`config.mk`:
```
export PLATFORM = sky130hd
export DESIGN_NAME = pong_game_ctrl
export DESIGN_NICKNAME = d
export VERILOG_FILES = /design/src/rtl/pong_game_ctrl.sv
export SDC_FILE = /design/constraint.sdc
export NUM_CORES = 1
export LEC_CHECK = 0
export BUFFER_PORTS_ARGS = -buffer_cell sky130_fd_sc_hd__buf_2
export CORE_MARGIN = 4
export CORE_UTILIZATION = 30
export CTS_CLUSTER_SIZE = 10
export DETAILED_ROUTE_END_ITERATION = 10
export HOLD_SLACK_MARGIN = 0.08
export PLACE_DENSITY_LB_ADDON = 0.25
export SYNTH_ARGS = -nofsm -noshare
export SYNTH_HDL_FRONTEND = slang
export SYNTH_SLANG_ARGS = --single-unit
```
`constraint.sdc`:
```
create_clock -name pclk -period 2.5 [get_ports pclk]
set_input_delay 0.125 -clock pclk [delete_from_list [all_inputs] [get_ports pclk]]
set_output_delay 0.125 -clock pclk [all_outputs]
set_load 0.005 [all_outputs]
```
`src/rtl/pong_game_ctrl.sv`:
```
// pong_game_ctrl: top-level game sequencing for a two-player pong.
// Tracks the game phases (idle, serve, play, point, game over), keeps score
// and tells the datapath when to move and when to recentre.
// Optional demo mode is compiled in with `define PONG_ATTRACT_EN.
module pong_game_ctrl #(
  parameter int unsigned WIN_SCORE    = 7,
  parameter int unsigned SERVE_FRAMES = 60,
  parameter int unsigned POINT_FRAMES = 30
) (
  input  logic       pclk,
  input  logic       rst_n,
  input  logic       frame_tick,
  input  logic       btn_start,
  input  logic       miss_left,
  input  logic       miss_right,
  output logic       play_en,
  output logic       ball_reset,
  output logic       serve_dir,
  output logic [3:0] score_left,
  output logic [3:0] score_right,
  output logic       game_over,
  output logic       winner,
  output logic       attract
);

  typedef enum logic [2:0] {IDLE, SERVE, PLAY, POINT, OVER} state_t;

  localparam logic [3:0] WIN        = 4'(WIN_SCORE);
  localparam logic [6:0] SERVE_LAST = 7'(SERVE_FRAMES - 1);
  localparam logic [6:0] POINT_LAST = 7'(POINT_FRAMES - 1);

  state_t     state, state_nx;
  logic [6:0] frame_cnt;
  logic       btn_q;
  logic       start_pe;
  logic       restart;
  logic       enter;
  logic       scoring;
  logic [3:0] score_left_nx, score_right_nx;
  logic       serve_dir_nx, ball_reset_nx;

  function automatic logic [3:0] sat_inc(input logic [3:0] s);
    return (s < WIN) ? s + 4'd1 : s;
  endfunction

  assign start_pe = btn_start & ~btn_q;
  // A restart re-enters SERVE even from SERVE itself, so it must also clear the counter.
  assign enter    = (state_nx != state) || restart;

`ifdef PONG_ATTRACT_EN
  logic [2:0] idle_per;
  logic       idle_done;
  logic       attract_nx;

  assign scoring   = ~attract;
  // The 7-bit counter free-runs in IDLE; each wrap of its low six bits is one 64-frame period.
  assign idle_done = (state == IDLE) && frame_tick && (frame_cnt[5:0] == 6'd63) && (idle_per == 3'd7);

  // Demo-mode flag and the count of whole idle periods seen since entering IDLE.
  always_ff @(posedge pclk or negedge rst_n) begin
    if (!rst_n) begin
      attract  <= 1'b0;
      idle_per <= '0;
    end else begin
      attract <= attract_nx;
      if (state != IDLE)
        idle_per <= '0;
      else if (frame_tick && frame_cnt[5:0] == 6'd63)
        idle_per <= idle_per + 3'd1;
    end
  end
`else
  assign scoring = 1'b1;
  assign attract = 1'b0;
`endif

  // Next-state, score and pulse decisions.
  always_comb begin
    state_nx       = state;
    score_left_nx  = score_left;
    score_right_nx = score_right;
    serve_dir_nx   = serve_dir;
    ball_reset_nx  = 1'b0;
    restart        = 1'b0;
`ifdef PONG_ATTRACT_EN
    attract_nx     = attract;
`endif
    unique case (state)
      IDLE: begin
        if (start_pe) restart = 1'b1;
`ifdef PONG_ATTRACT_EN
        else if (idle_done) begin
          attract_nx    = 1'b1;
          ball_reset_nx = 1'b1;
          state_nx      = SERVE;
        end
`endif
      end
      SERVE: begin
        if (attract && start_pe) restart = 1'b1;
        else if (frame_tick && frame_cnt == SERVE_LAST) state_nx = PLAY;
      end
      PLAY: begin
        if (attract && start_pe) restart = 1'b1;
        else if (miss_left && miss_right) begin
          ball_reset_nx = 1'b1;
          state_nx      = SERVE;
        end else if (miss_left) begin
          if (scoring) score_right_nx = sat_inc(score_right);
          serve_dir_nx = 1'b0;
          state_nx     = POINT;
        end else if (miss_right) begin
          if (scoring) score_left_nx = sat_inc(score_left);
          serve_dir_nx = 1'b1;
          state_nx     = POINT;
        end
      end
      POINT: begin
        if (attract && start_pe) restart = 1'b1;
        else if (frame_tick && frame_cnt == POINT_LAST) begin
          if (score_left == WIN || score_right == WIN) state_nx = OVER;
          else begin
            ball_reset_nx = 1'b1;
            state_nx      = SERVE;
          end
        end
      end
      OVER: begin
        if (start_pe) restart = 1'b1;
      end
      default: state_nx = IDLE;
    endcase
    if (restart) begin
      state_nx       = SERVE;
      score_left_nx  = '0;
      score_right_nx = '0;
      serve_dir_nx   = 1'b1;
      ball_reset_nx  = 1'b1;
`ifdef PONG_ATTRACT_EN
      attract_nx     = 1'b0;
`endif
    end
  end

  // State, counters and all registered outputs.
  always_ff @(posedge pclk or negedge rst_n) begin
    if (!rst_n) begin
      state       <= IDLE;
      frame_cnt   <= '0;
      btn_q       <= 1'b1;
      score_left  <= '0;
      score_right <= '0;
      serve_dir   <= 1'b1;
      play_en     <= 1'b0;
      ball_reset  <= 1'b0;
      game_over   <= 1'b0;
      winner      <= 1'b0;
    end else begin
      state       <= state_nx;
      btn_q       <= btn_start;
      frame_cnt   <= enter ? '0 : frame_cnt + {6'd0, frame_tick};
      score_left  <= score_left_nx;
      score_right <= score_right_nx;
      serve_dir   <= serve_dir_nx;
      ball_reset  <= ball_reset_nx;
      play_en     <= (state_nx == PLAY);
      game_over   <= (state_nx == OVER);
      winner      <= (state_nx == OVER) && (score_right_nx == WIN);
    end
  end

endmodule

```
==> results.txt <==
Status - finished, final reports clean
Core area - 0.00380 mm²
Yosys reg bits - 24
Die H - 71.8 µm
Reg power frac - 50.1%
Post-detailed-routing wire length - 2.58 mm
Crit-path cells - nand3_1 > or4_1 > a311oi_2 > mux2i_1 > buf_4 > nor2_1
Post-layout nets - 151
Via Count - 952
DP Area - 0.00136 mm²
Ys Warns - 0
Arrival time worst endpoint - 2.13 ns
Crit path time final - 1.96 ns
Crit path required time - 2.66 ns
Seq/Total Area, Yosys - 49.4%
Most common cell after layout, fill and taps aside - dfrtp_1
Top delay family on crit path - simple AND/OR/NAND/NOR gates
Leakage - 0.706 nW
CTS tree - done
Worst-skew pair later-pin latency - 0.27 ns
R2r setup slk - 0.54 ns
Root Driver - clkbuf_8
PD cells - 712 mW/mm²
First-pass GRT wire length - 4.36 mm
Num rows - 22
HP Class - input pin to flip-flop
Initial DRC Count - 38
Routed len/inst - 13.7 µm
Worst Setup Slack, final - 0.538 ns
Max H-tree Level - 1
Initial antenna violation count - 0
Unique masters post-synth - 42
CP max stage delay - 0.50 ns
Gr ovfl total - 0
RSZ-0062 raised after global routing - false
Critical path class - flip-flop to flip-flop
Slew @ Worst Pin - 0.562 ns
Syn Nets - 129
# DRC - 0
Total track usage - 11.0%
Slowest cell on crit path - or4_1
Crit path capture type - flip-flop
Utilization after layout - 37.8%
Critical path depth - 6
PnR Total Power - 0.00102 W
Port bufs - 18
Vias/cell - 5.06
Share of layout cells above drive strength 1 - 19.3%
Clock Power Share - 26.2%
Fmax - 510 MHz
Seq. cell area - 603 µm²
Most frequent cells in the layout - dfrtp_1 (22), nor2_1 (18), buf_2 (18)
Final Hold Viols - 0
Worst R2R End - frame_cnt[5]
Switching power of the nets - 0.000323 W
Pin count of the biggest net entering global routing - 25
Clock skew - 0.00409 ns
Max VDD drop - 197 µV
Routability cong. - 0.708
Vias in the first global route - 949
Setup Total Neg Slack - 0 ns
Syn avg cell area - 10.3 µm²
Sw frac - 31.6%
Fill count - 384
Routed Antenna Nets - 0
CTS Buf Count - 3
Clock Pin Slew Worst Setup and Hold Paths - 0.09 ns
Gates resized, CTS repair - 0
Final Cycle Share - 78.5%
R2r worst-path depth - 6
Critical path destination - frame_cnt[5]
Fin. max-slew vios - 0
Final setup vio count - 0
Setup crit start - frame_cnt[2]
Cells after Synth - 119
Top-Level Pins - 20
Min-Delay Path Depth - 3
Int Pwr - 0.000700 W
Post-DP HPWL - 1.87 mm
CP Max Fanout - 7
Startpoint Class - flip-flop
Multi-input gate area - 582 µm²
Number of antenna diodes - 0
Pre-CTS WS - 0.559 ns
Final Cell Area - 0.00144 mm²
CTS max path bufs - 2
Slew HR - 62.6%
Buf/Inv on CP - 1
Syn-to-layout area delta - 17.7%
Die X - 71.8 µm
1st-pass router iterations - 4
Critical R2R Launch - frame_cnt[2]
Post-Syn Area - 0.00122 mm²
Comb power frac - 23.7%
Starting Density - 32.1%
Max-cap violations - 0
CTS Sinks - 24
Die area - 0.00515 mm²
==> tightest hold or removal path, delay by kind of cell <==
kind	cells	cell delay, ns
compound gates	2	0.20
buf+inv	1	0.14
==> through the flow <==
| step | instances | hold WS, ns |
|---|---|---|
| after floorplan | 119 | -0.171 |
| after global placement | 182 | 0.148 |
| after detailed placement | 182 | 0.153 |
| after CTS | 188 | 0.192 |
| after global routing | 188 | 0.205 |
| final | 188 | 0.202 |
==> cells in the mapped netlist (all sizes together) <==
cell	instances	area (µm²)
nand4bb	1	11.3
o21ai	1	5.00
and3	3	18.8
o22ai	1	6.26
dfstp	2	52.6
dfrtp	22	551
mux2i	2	20.0
nand3b	1	7.51
a211oi	1	7.51
a21oi	5	25.0
nor4b	1	8.76
inv	3	11.3
nor2	18	67.6
o211ai	1	7.51
ha	4	50.1
nand2b	3	18.8
a41oi	3	26.3
or3b	1	8.76
nand2	5	18.8
xor2	5	43.8
and2	1	6.26
nand3	6	30.0
clkbuf	3	11.3
a21boi	1	7.51
a221o	1	10.0
or4	1	7.51
a32o	2	20.0
o31ai	2	15.0
nor4bb	1	10.0
buf	2	12.5
nor3b	2	15.0
o2111a	1	11.3
and4b	1	10.0
a31oi	1	6.26
nor4	1	6.26
o211a	1	10.0
xnor2	2	17.5
nor3	2	10.0
conb	1	3.75
a311oi	1	15.0
nor2b	3	18.8
==> power by group through the flow <==
stage | combinational, W | clock (W) | sequential [W]
finish | 0.000243 | 0.000268 | 0.000513
global route | 0.000275 | 0.000300 | 0.000524
CTS | 0.000246 | 0.000278 | 0.000513
detailed placement | 0.000241 | 0 | 0.000520
global placement | 0.000237 | 0 | 0.000518
floorplan | 0.000175 | 0 | 0.000491
==> sequential cells by signal, summed over array words and instances (netlist names) <==
name	flops
btn_q	1
score_right	4
serve_dir	1
winner	1
score_left	4
ball_reset	1
state	3
play_en	1
game_over	1
frame_cnt	7
==> routing by layer <==
layer	GRT usage (%)	routed length (µm)	up-vias
met5	0	0	-
met4	7.31	70	0
met3	2.52	95	6
met2	17.2	1150	19
met1	13.3	1260	457
li1	-	-	470
==> worst min-delay path by stage <==
| stage | from | endpoint | slack (ns) |
|---|---|---|---|
| floorplan | rst_n | ball_reset | -0.17 |
| global placement | rst_n | frame_cnt[4] | 0.15 |
| detailed placement | rst_n | state[1] | 0.15 |
| CTS | miss_right | serve_dir | 0.19 |
| global route | miss_right | ball_reset | 0.20 |
| finish | miss_right | serve_dir | 0.20 |
==> cell families after synthesis <==
family	synth area share, %
adders and majority gates	4.10
buffers and inverters	2.87
AOI/OAI and AO/OA	14.2
other	0.307
and+or+nand+nor	22.5
xor gates and xnor gates	5.03
muxes	1.64
DFF	49.4
==> cell type report <==
| class | count | share of cell area, % |
|---|---|---|
| clock buffers | 4 | 3.83 |
| inverters | 3 | 0.784 |
| multi-input cells | 87 | 40.5 |
| flip-flops and latches | 24 | 42.0 |
| well taps | 48 | 4.18 |
| repair buffers | 22 | 8.71 |
==> timing repair <==
| item | 4_1_cts | 5_1_grt |
|---|---|---|
| hold endpoints to repair | 23 | 0 |
| setup buffers | 0 | 0 |
| hold buffers | 2 | 0 |
Note: power is estimated with default switching activity, not from simulation.
